## src/rtl/i2s_pkg.sv

```systemverilog
// Shared I2S timing constants and sample type for the codec Pmod ADC and DAC paths.
package i2s_pkg;

    localparam int unsigned MCLK_TO_SCLK  = 6;
    localparam int unsigned SCLK_TO_LRCLK = 64;
    localparam int unsigned SAMPLE_WIDTH  = 24;

    localparam logic LEFT_CHANNEL  = 1'b0;
    localparam logic RIGHT_CHANNEL = 1'b1;

    typedef logic signed [23:0] sample_t;

endpackage

```

## src/rtl/dc_blocker.sv

```systemverilog
// One-pole DC blocker with saturation; compiled only when I2S_ADC_DC_BLOCK_EN is defined.
`ifdef I2S_ADC_DC_BLOCK_EN
module dc_blocker
    import i2s_pkg::*;
#(
    parameter int unsigned DC_SHIFT = 10
) (
    input  logic    clk_i,
    input  logic    reset_i,
    input  logic    valid_i,
    input  sample_t sample_i,
    output logic    valid_o,
    output sample_t sample_o
);

    localparam int unsigned AccW = 24 + DC_SHIFT;

    logic signed [AccW-1:0] acc_q, acc_d, acc_fb;
    logic signed [AccW:0]   diff;
    sample_t                y_sat, y_q;
    logic                   valid_q;

    always_comb begin
        acc_fb = acc_q >>> DC_SHIFT;
        diff   = {{(AccW - 23){sample_i[23]}}, sample_i} - {acc_fb[AccW-1], acc_fb};
        acc_d  = acc_q + diff[AccW-1:0];
        if ((diff[AccW:23] == '0) || (diff[AccW:23] == '1)) begin
            y_sat = diff[23:0];
        end else begin
            y_sat = diff[AccW] ? 24'sh800000 : 24'sh7FFFFF;
        end
    end

    always_ff @(posedge clk_i or posedge reset_i) begin
        if (reset_i) begin
            acc_q   <= '0;
            y_q     <= '0;
            valid_q <= 1'b0;
        end else begin
            valid_q <= valid_i;
            if (valid_i) begin
                acc_q <= acc_d;
                y_q   <= y_sat;
            end
        end
    end

    assign valid_o  = valid_q;
    assign sample_o = y_q;

endmodule
`endif

```

## src/rtl/i2s_clk_gen.sv

```systemverilog
// I2S bit-clock and word-select generator with falling-edge and capture strobes.
module i2s_clk_gen
    import i2s_pkg::*;
#(
    parameter int unsigned MCLK_TO_SCLK  = i2s_pkg::MCLK_TO_SCLK,
    parameter int unsigned SCLK_TO_LRCLK = i2s_pkg::SCLK_TO_LRCLK
) (
    input  logic                             clk_i,
    input  logic                             reset_i,
    output logic                             sclk_o,
    output logic                             lrclk_o,
    output logic [$clog2(SCLK_TO_LRCLK)-1:0] bit_cnt_o,
    output logic                             fall_o,
    output logic                             capture_o
);

    localparam int unsigned CntW = $clog2(MCLK_TO_SCLK);
    localparam int unsigned BitW = $clog2(SCLK_TO_LRCLK);
    localparam logic [CntW-1:0] HalfCnt = CntW'(MCLK_TO_SCLK / 2);
    localparam logic [CntW-1:0] PreFall = CntW'(MCLK_TO_SCLK / 2 - 1);
    localparam logic [CntW-1:0] LastCnt = CntW'(MCLK_TO_SCLK - 1);

    logic [CntW-1:0] sclk_cnt_q, sclk_cnt_d;
    logic [BitW-1:0] bit_cnt_q, bit_cnt_d;
    logic            sclk_q, lrclk_q;
    logic            fall;

    always_comb begin
        fall       = (sclk_cnt_q == PreFall);
        sclk_cnt_d = (sclk_cnt_q == LastCnt) ? '0 : sclk_cnt_q + CntW'(1);
        bit_cnt_d  = fall ? bit_cnt_q + BitW'(1) : bit_cnt_q;
    end

    // Outputs are decoded from next-state so they stay aligned with the counters.
    always_ff @(posedge clk_i or posedge reset_i) begin
        if (reset_i) begin
            sclk_cnt_q <= '0;
            bit_cnt_q  <= '0;
            sclk_q     <= 1'b0;
            lrclk_q    <= 1'b0;
        end else begin
            sclk_cnt_q <= sclk_cnt_d;
            bit_cnt_q  <= bit_cnt_d;
            sclk_q     <= (sclk_cnt_d < HalfCnt);
            lrclk_q    <= bit_cnt_d[BitW-1];
        end
    end

    assign sclk_o    = sclk_q;
    assign lrclk_o   = lrclk_q;
    assign bit_cnt_o = bit_cnt_q;
    assign fall_o    = fall;
    // Two synchroniser stages after the rise put the rising-edge pin value here.
    assign capture_o = fall;

endmodule

```

## src/rtl/i2s_adc_rx.sv

```systemverilog
// I2S master receiver for the codec Pmod ADC; DC blocker enabled by I2S_ADC_DC_BLOCK_EN.
module i2s_adc_rx
    import i2s_pkg::*;
#(
    parameter int unsigned MCLK_TO_SCLK  = i2s_pkg::MCLK_TO_SCLK,
    parameter int unsigned SCLK_TO_LRCLK = i2s_pkg::SCLK_TO_LRCLK,
    parameter int unsigned SAMPLE_WIDTH  = i2s_pkg::SAMPLE_WIDTH,
    parameter int unsigned DC_SHIFT      = 10
) (
    input  logic    clk_i,
    input  logic    reset_i,
    output logic    i2s_adc_mclk_o,
    output logic    i2s_adc_sclk_o,
    output logic    i2s_adc_lrclk_o,
    input  logic    i2s_adc_sdout_i,
    output sample_t sample_l_o,
    output sample_t sample_r_o,
    output logic    sample_ready_o
);

    localparam int unsigned BitW = $clog2(SCLK_TO_LRCLK);
    localparam logic [BitW-2:0] LastSlot = (BitW - 1)'(SAMPLE_WIDTH);
    localparam logic [BitW-2:0] EndSlot  = '1;

    logic            fall, capture, in_word;
    logic [BitW-1:0] bit_cnt;
    logic [BitW-2:0] slot;
    logic [1:0]      sync_q;
    sample_t         shift_q, shift_nxt, left_hold_q, raw_l_q, raw_r_q;
    logic            left_valid_q, right_done_q, raw_ready_q;

    i2s_clk_gen #(
        .MCLK_TO_SCLK (MCLK_TO_SCLK),
        .SCLK_TO_LRCLK(SCLK_TO_LRCLK)
    ) u_clk_gen (
        .clk_i    (clk_i),
        .reset_i  (reset_i),
        .sclk_o   (i2s_adc_sclk_o),
        .lrclk_o  (i2s_adc_lrclk_o),
        .bit_cnt_o(bit_cnt),
        .fall_o   (fall),
        .capture_o(capture)
    );

    assign i2s_adc_mclk_o = clk_i;

    always_comb begin
        slot      = bit_cnt[BitW-2:0];
        in_word   = (slot != '0) && (slot <= LastSlot);
        shift_nxt = {shift_q[22:0], sync_q[1]};
    end

    always_ff @(posedge clk_i or posedge reset_i) begin
        if (reset_i) begin
            sync_q       <= '0;
            shift_q      <= '0;
            left_hold_q  <= '0;
            left_valid_q <= 1'b0;
            right_done_q <= 1'b0;
            raw_l_q      <= '0;
            raw_r_q      <= '0;
            raw_ready_q  <= 1'b0;
        end else begin
            sync_q       <= {sync_q[0], i2s_adc_sdout_i};
            right_done_q <= 1'b0;
            raw_ready_q  <= right_done_q;
            if (right_done_q) begin
                raw_l_q <= left_hold_q;
                raw_r_q <= shift_q;
            end
            if (capture && in_word) begin
                shift_q <= shift_nxt;
                if (slot == LastSlot) begin
                    if (bit_cnt[BitW-1] == LEFT_CHANNEL) begin
                        left_hold_q  <= shift_nxt;
                        left_valid_q <= 1'b1;
                    end else if (bit_cnt[BitW-1] == RIGHT_CHANNEL && left_valid_q) begin
                        right_done_q <= 1'b1;
                    end
                end
            end else if (fall && slot == EndSlot) begin
                // Start each word from a clean register.
                shift_q <= '0;
            end
        end
    end

`ifdef I2S_ADC_DC_BLOCK_EN
    logic ready_l, ready_r;

    dc_blocker #(
        .DC_SHIFT(DC_SHIFT)
    ) u_dc_l (
        .clk_i   (clk_i),
        .reset_i (reset_i),
        .valid_i (raw_ready_q),
        .sample_i(raw_l_q),
        .valid_o (ready_l),
        .sample_o(sample_l_o)
    );

    dc_blocker #(
        .DC_SHIFT(DC_SHIFT)
    ) u_dc_r (
        .clk_i   (clk_i),
        .reset_i (reset_i),
        .valid_i (raw_ready_q),
        .sample_i(raw_r_q),
        .valid_o (ready_r),
        .sample_o(sample_r_o)
    );

    assign sample_ready_o = ready_l & ready_r;
`else
    assign sample_l_o     = raw_l_q;
    assign sample_r_o     = raw_r_q;
    assign sample_ready_o = raw_ready_q;
`endif

endmodule

```

## config.mk

```make
export PLATFORM = sky130hd
export DESIGN_NAME = i2s_adc_rx
export DESIGN_NICKNAME = d
export VERILOG_FILES = /design/src/rtl/i2s_pkg.sv /design/src/rtl/dc_blocker.sv /design/src/rtl/i2s_clk_gen.sv /design/src/rtl/i2s_adc_rx.sv
export SDC_FILE = /design/constraint.sdc
export NUM_CORES = 1
export LEC_CHECK = 0
export BUFFER_PORTS_ARGS = -buffer_cell sky130_fd_sc_hd__buf_4
export CAP_MARGIN = 25
export CORE_MARGIN = 5
export CORE_UTILIZATION = 35
export CTS_CLUSTER_DIAMETER = 30
export DETAILED_ROUTE_END_ITERATION = 8
export SKIP_LAST_GASP = 1
export SLEW_MARGIN = 20
export SYNTH_ARGS = -nofsm -noshare
export SYNTH_HDL_FRONTEND = slang
export SYNTH_SLANG_ARGS = --single-unit
```

## constraint.sdc

```tcl
create_clock -name clk_i -period 6.2 [get_ports clk_i]
set_input_delay 0.62 -clock clk_i [delete_from_list [all_inputs] [get_ports clk_i]]
set_output_delay 0.62 -clock clk_i [all_outputs]
set_load 0.01 [all_outputs]
```

==> metrics.csv <==
stage,metric,value,unit
floorplanning,die span in y,124.6,um
detailed_routing,routed vias,2849,
detailed_routing,Initial DRT Pass Iterations,4,
yosys,ys flop type,dfrtp_1,
setup_path,Crit Path Class,clock port to primary output,
pwr,Pint,0.001167,W
setup_path,crit path cell chain,"clkbuf_16, clkbuf_16, buf_4",
global_routing,initial antenna violation count,0,
pwr,clock power share,48.2,%
clock_tree,Worst-Skew Late Latency,460,ps
floorplanning,core area,12770,sq um
setup_path,"CP delay by family, top",buffers and inverters,
timing,worst slew pin tran,976.9,ps
setup_path,slowest CP cell,clkbuf_16,
detailed_routing,drt initial violations,235,
yosys,sequential fraction of the synthesis area,60.41,%
setup_path,crit end category,primary output,
finish,Area growth syn-to-layout,21.50,%
global_routing,vias in the first global route,2991,
placement,Post-Place Setup Slack,2361,ps
setup_path,CP max FO,2,
yosys,"area leader, netlist",dfrtp_1,
placement,DP HPWL,5.536,mm
yosys,Mapped Avg Cell Area,13.41,sq um
global_routing,met2 usage,18.23,%
floorplanning,die area,15530,sq um
yosys,Post-Synthesis Cells,343,
timing,final setup margin,2103,ps
timing,"Slew Viols, Final",0,
setup_path,Buf/Inv on CP,3,
finish,share of layout cells above drive strength 1,40.05,%
detailed_routing,WL final,8.669,mm
timing,Final Hold Viols,0,
timing,normalized max-slew margin,34.71,%
status,outcome,"complete, no violations",
yosys,syn nets,349,
setup_path,Critical Path RT,5580,ps
yosys,asr flop ratio synth,100.0,%
setup_path,Crit path top cell by count,clkbuf_16,
detailed_routing,Via-to-Cell Ratio,5.007,
setup_path,slowest cell delay on critical path,130,ps
yosys,commonest cells in the netlist,"dfrtp_1, mux2_2, nand2_1",
detailed_routing,Detail Route Antenna Nets,0,
global_routing,met3 usage,3.859,%
placement,# placed instances,550,
floorplanning,IO Count,55,
pwr,peak supply drop,205.1,uV
yosys,"EDFF count, synth",0,
clock_tree,Post-CTS Setup Inserts,0,
pwr,leak pwr,2.659,nW
floorplanning,Die Span X,124.6,um
yosys,"flops & latches, synth",111,
global_routing,grt ovf,0,
yosys,area share of the largest cell type after synthesis,60.41,%
yosys,synthesized area,4598,sq um
yosys,largest cells by area after synthesis,"dfrtp_1, mux2_2, o2111ai_1",
global_routing,GRT Util Overall,11.78,%
finish,Layout Nets,398,
worst_hold_path,hold crit path type,input pin to asynchronous set/reset pin,
setup_path,CP Launch Type,clock port,
placement,port buffer count,54,
clock_tree,Worst-path clk slew,60,ps
pwr,P per Cell Area,259.6,nW/um^2
finish,fin cells,569,
floorplanning,initial core utilization,36.00,%
detailed_routing,# DRC,0,
timing,hold_ws,128.9,ps
global_routing,first-pass GRT wire length,14.96,mm
timing,final setup TNS,0,ps
placement,GP Congestion,0.7196,
yosys,Yosys cell types,29,
finish,fin util,43.74,%
yosys,top-count cell post-synth,dfrtp_1,
detailed_routing,WL/cell,15.24,um
pwr,Comb pwr share,1.4,%
timing,RSZ-0062 raised after global routing,false,
timing,skew final,7.116,ps
finish,diode count,0,
finish,Reg area,2779,sq um
job,Max Cap Violations,0,
timing,final number of setup-violating endpoints,0,
global_routing,M1 GR Usage,15.05,%
finish,multi-input logic area,1692,sq um
finish,FILL cells,1162,
floorplanning,# rows,41,
clock_tree,post_cts resized,0,
setup_path,Worst Path Arrival,3480,ps
pwr,Reg power frac,50.4,%
yosys,Ys Warns,0,
global_routing,GR peak layer,met2,
pwr,Sw Ratio,19.54,%
clock_tree,cts hold-fix bufs,0,
pwr,NetSw,0.0002833,W
global_routing,largest net degree at the start of global routing,50,
clock_tree,CTS tree,done,
## cell usage in the layout (no fill, tap or decap), drive strengths merged, types with 2 or more instances in the layout
cell and instances:
dfrtp 111, nor2 4, ha 3, inv 4, clkbuf 16, o211ai 24, nand2 31, xor2 2
o2111ai 24, nand2b 24, nor2b 3, buf 61, clkinv 2, mux2 73, xnor2 2
## layer usage
metal,part of all wire (%),vias to the layer above,wire length [um]
li1,-,1332,-
met1,46,1441,3964
met2,47,65,4112
met3,5.1,11,439
met4,1.8,0,153
met5,0,-,0
## logic make-up (layout without fill, tap and decap cells)
logic type | count (synthesis) | count (layout) | synth area share, %
muxes | 73 | 73 | 17.88
AOI/OAI and AO/OA | 51 | 51 | 8.925
adders and majority gates | 3 | 3 | 0.8164
buffers and inverters | 30 | 84 | 2.966
DFF | 111 | 111 | 60.41
and+or+nand+nor | 71 | 71 | 8.245
xor gates and xnor gates | 4 | 4 | 0.7620
## power groups by stage
stage	Clock [W]	Sequential (W)	Combinational, W
after floorplan	0.0000133	0.000743	0.0000136
after global placement	0.0000133	0.000744	0.0000194
after detailed placement	0.0000133	0.000745	0.0000222
after CTS	0.000720	0.000730	0.0000223
after global routing	0.000753	0.000730	0.0000250
final	0.000699	0.000731	0.0000207
## final cells by class
type | count | area share (%)
sequential | 111 | 49.74
clock inverter | 3 | 0.7167
clock buffer | 17 | 6.316
multi-input combinational | 202 | 30.28
inverter | 4 | 0.3135
tap | 172 | 3.852
timing repair buffer | 60 | 8.779
## state kept, by name, indices dropped and copies added, names as in the netlist
| signal | cells |
|---|---|
| left_hold_q | 24 |
| left_valid_q | 1 |
| right_done_q | 1 |
| sample_l_o | 24 |
| sample_r_o | 24 |
| sample_ready_o | 1 |
| shift_q | 24 |
| sync_q | 2 |
| u_clk_gen.bit_cnt_o | 5 |
| u_clk_gen.lrclk_o | 1 |
| u_clk_gen.sclk_cnt_q | 3 |
| u_clk_gen.sclk_o | 1 |
## per-stage QoR
step / area (sq um) / power (W)
detailed placement: 5201 / 0.0007800
global placement: 5146 / 0.0007770
finish: 5587 / 0.001450
global route: 5587 / 0.001508
floorplan: 4598 / 0.0007698
CTS: 5587 / 0.001473
## final timing paths
path,depth (start not counted),to,startpoint,slack (ps)
min in group clk_i,1,sync_q[0],i2s_adc_sdout_i,270
setup reg to reg,5,shift_q[5],u_clk_gen.bit_cnt_o[0],3670
hold / removal,2,sample_l_o[6],reset_i,130
hold reg to reg,0,sync_q[1],sync_q[0],350
max in group asynchronous,4,sample_ready_o,reset_i,5010
setup / recovery,3,i2s_adc_mclk_o,clk_i,2100
No activity file was read; power rests on OpenSTA's default activity.
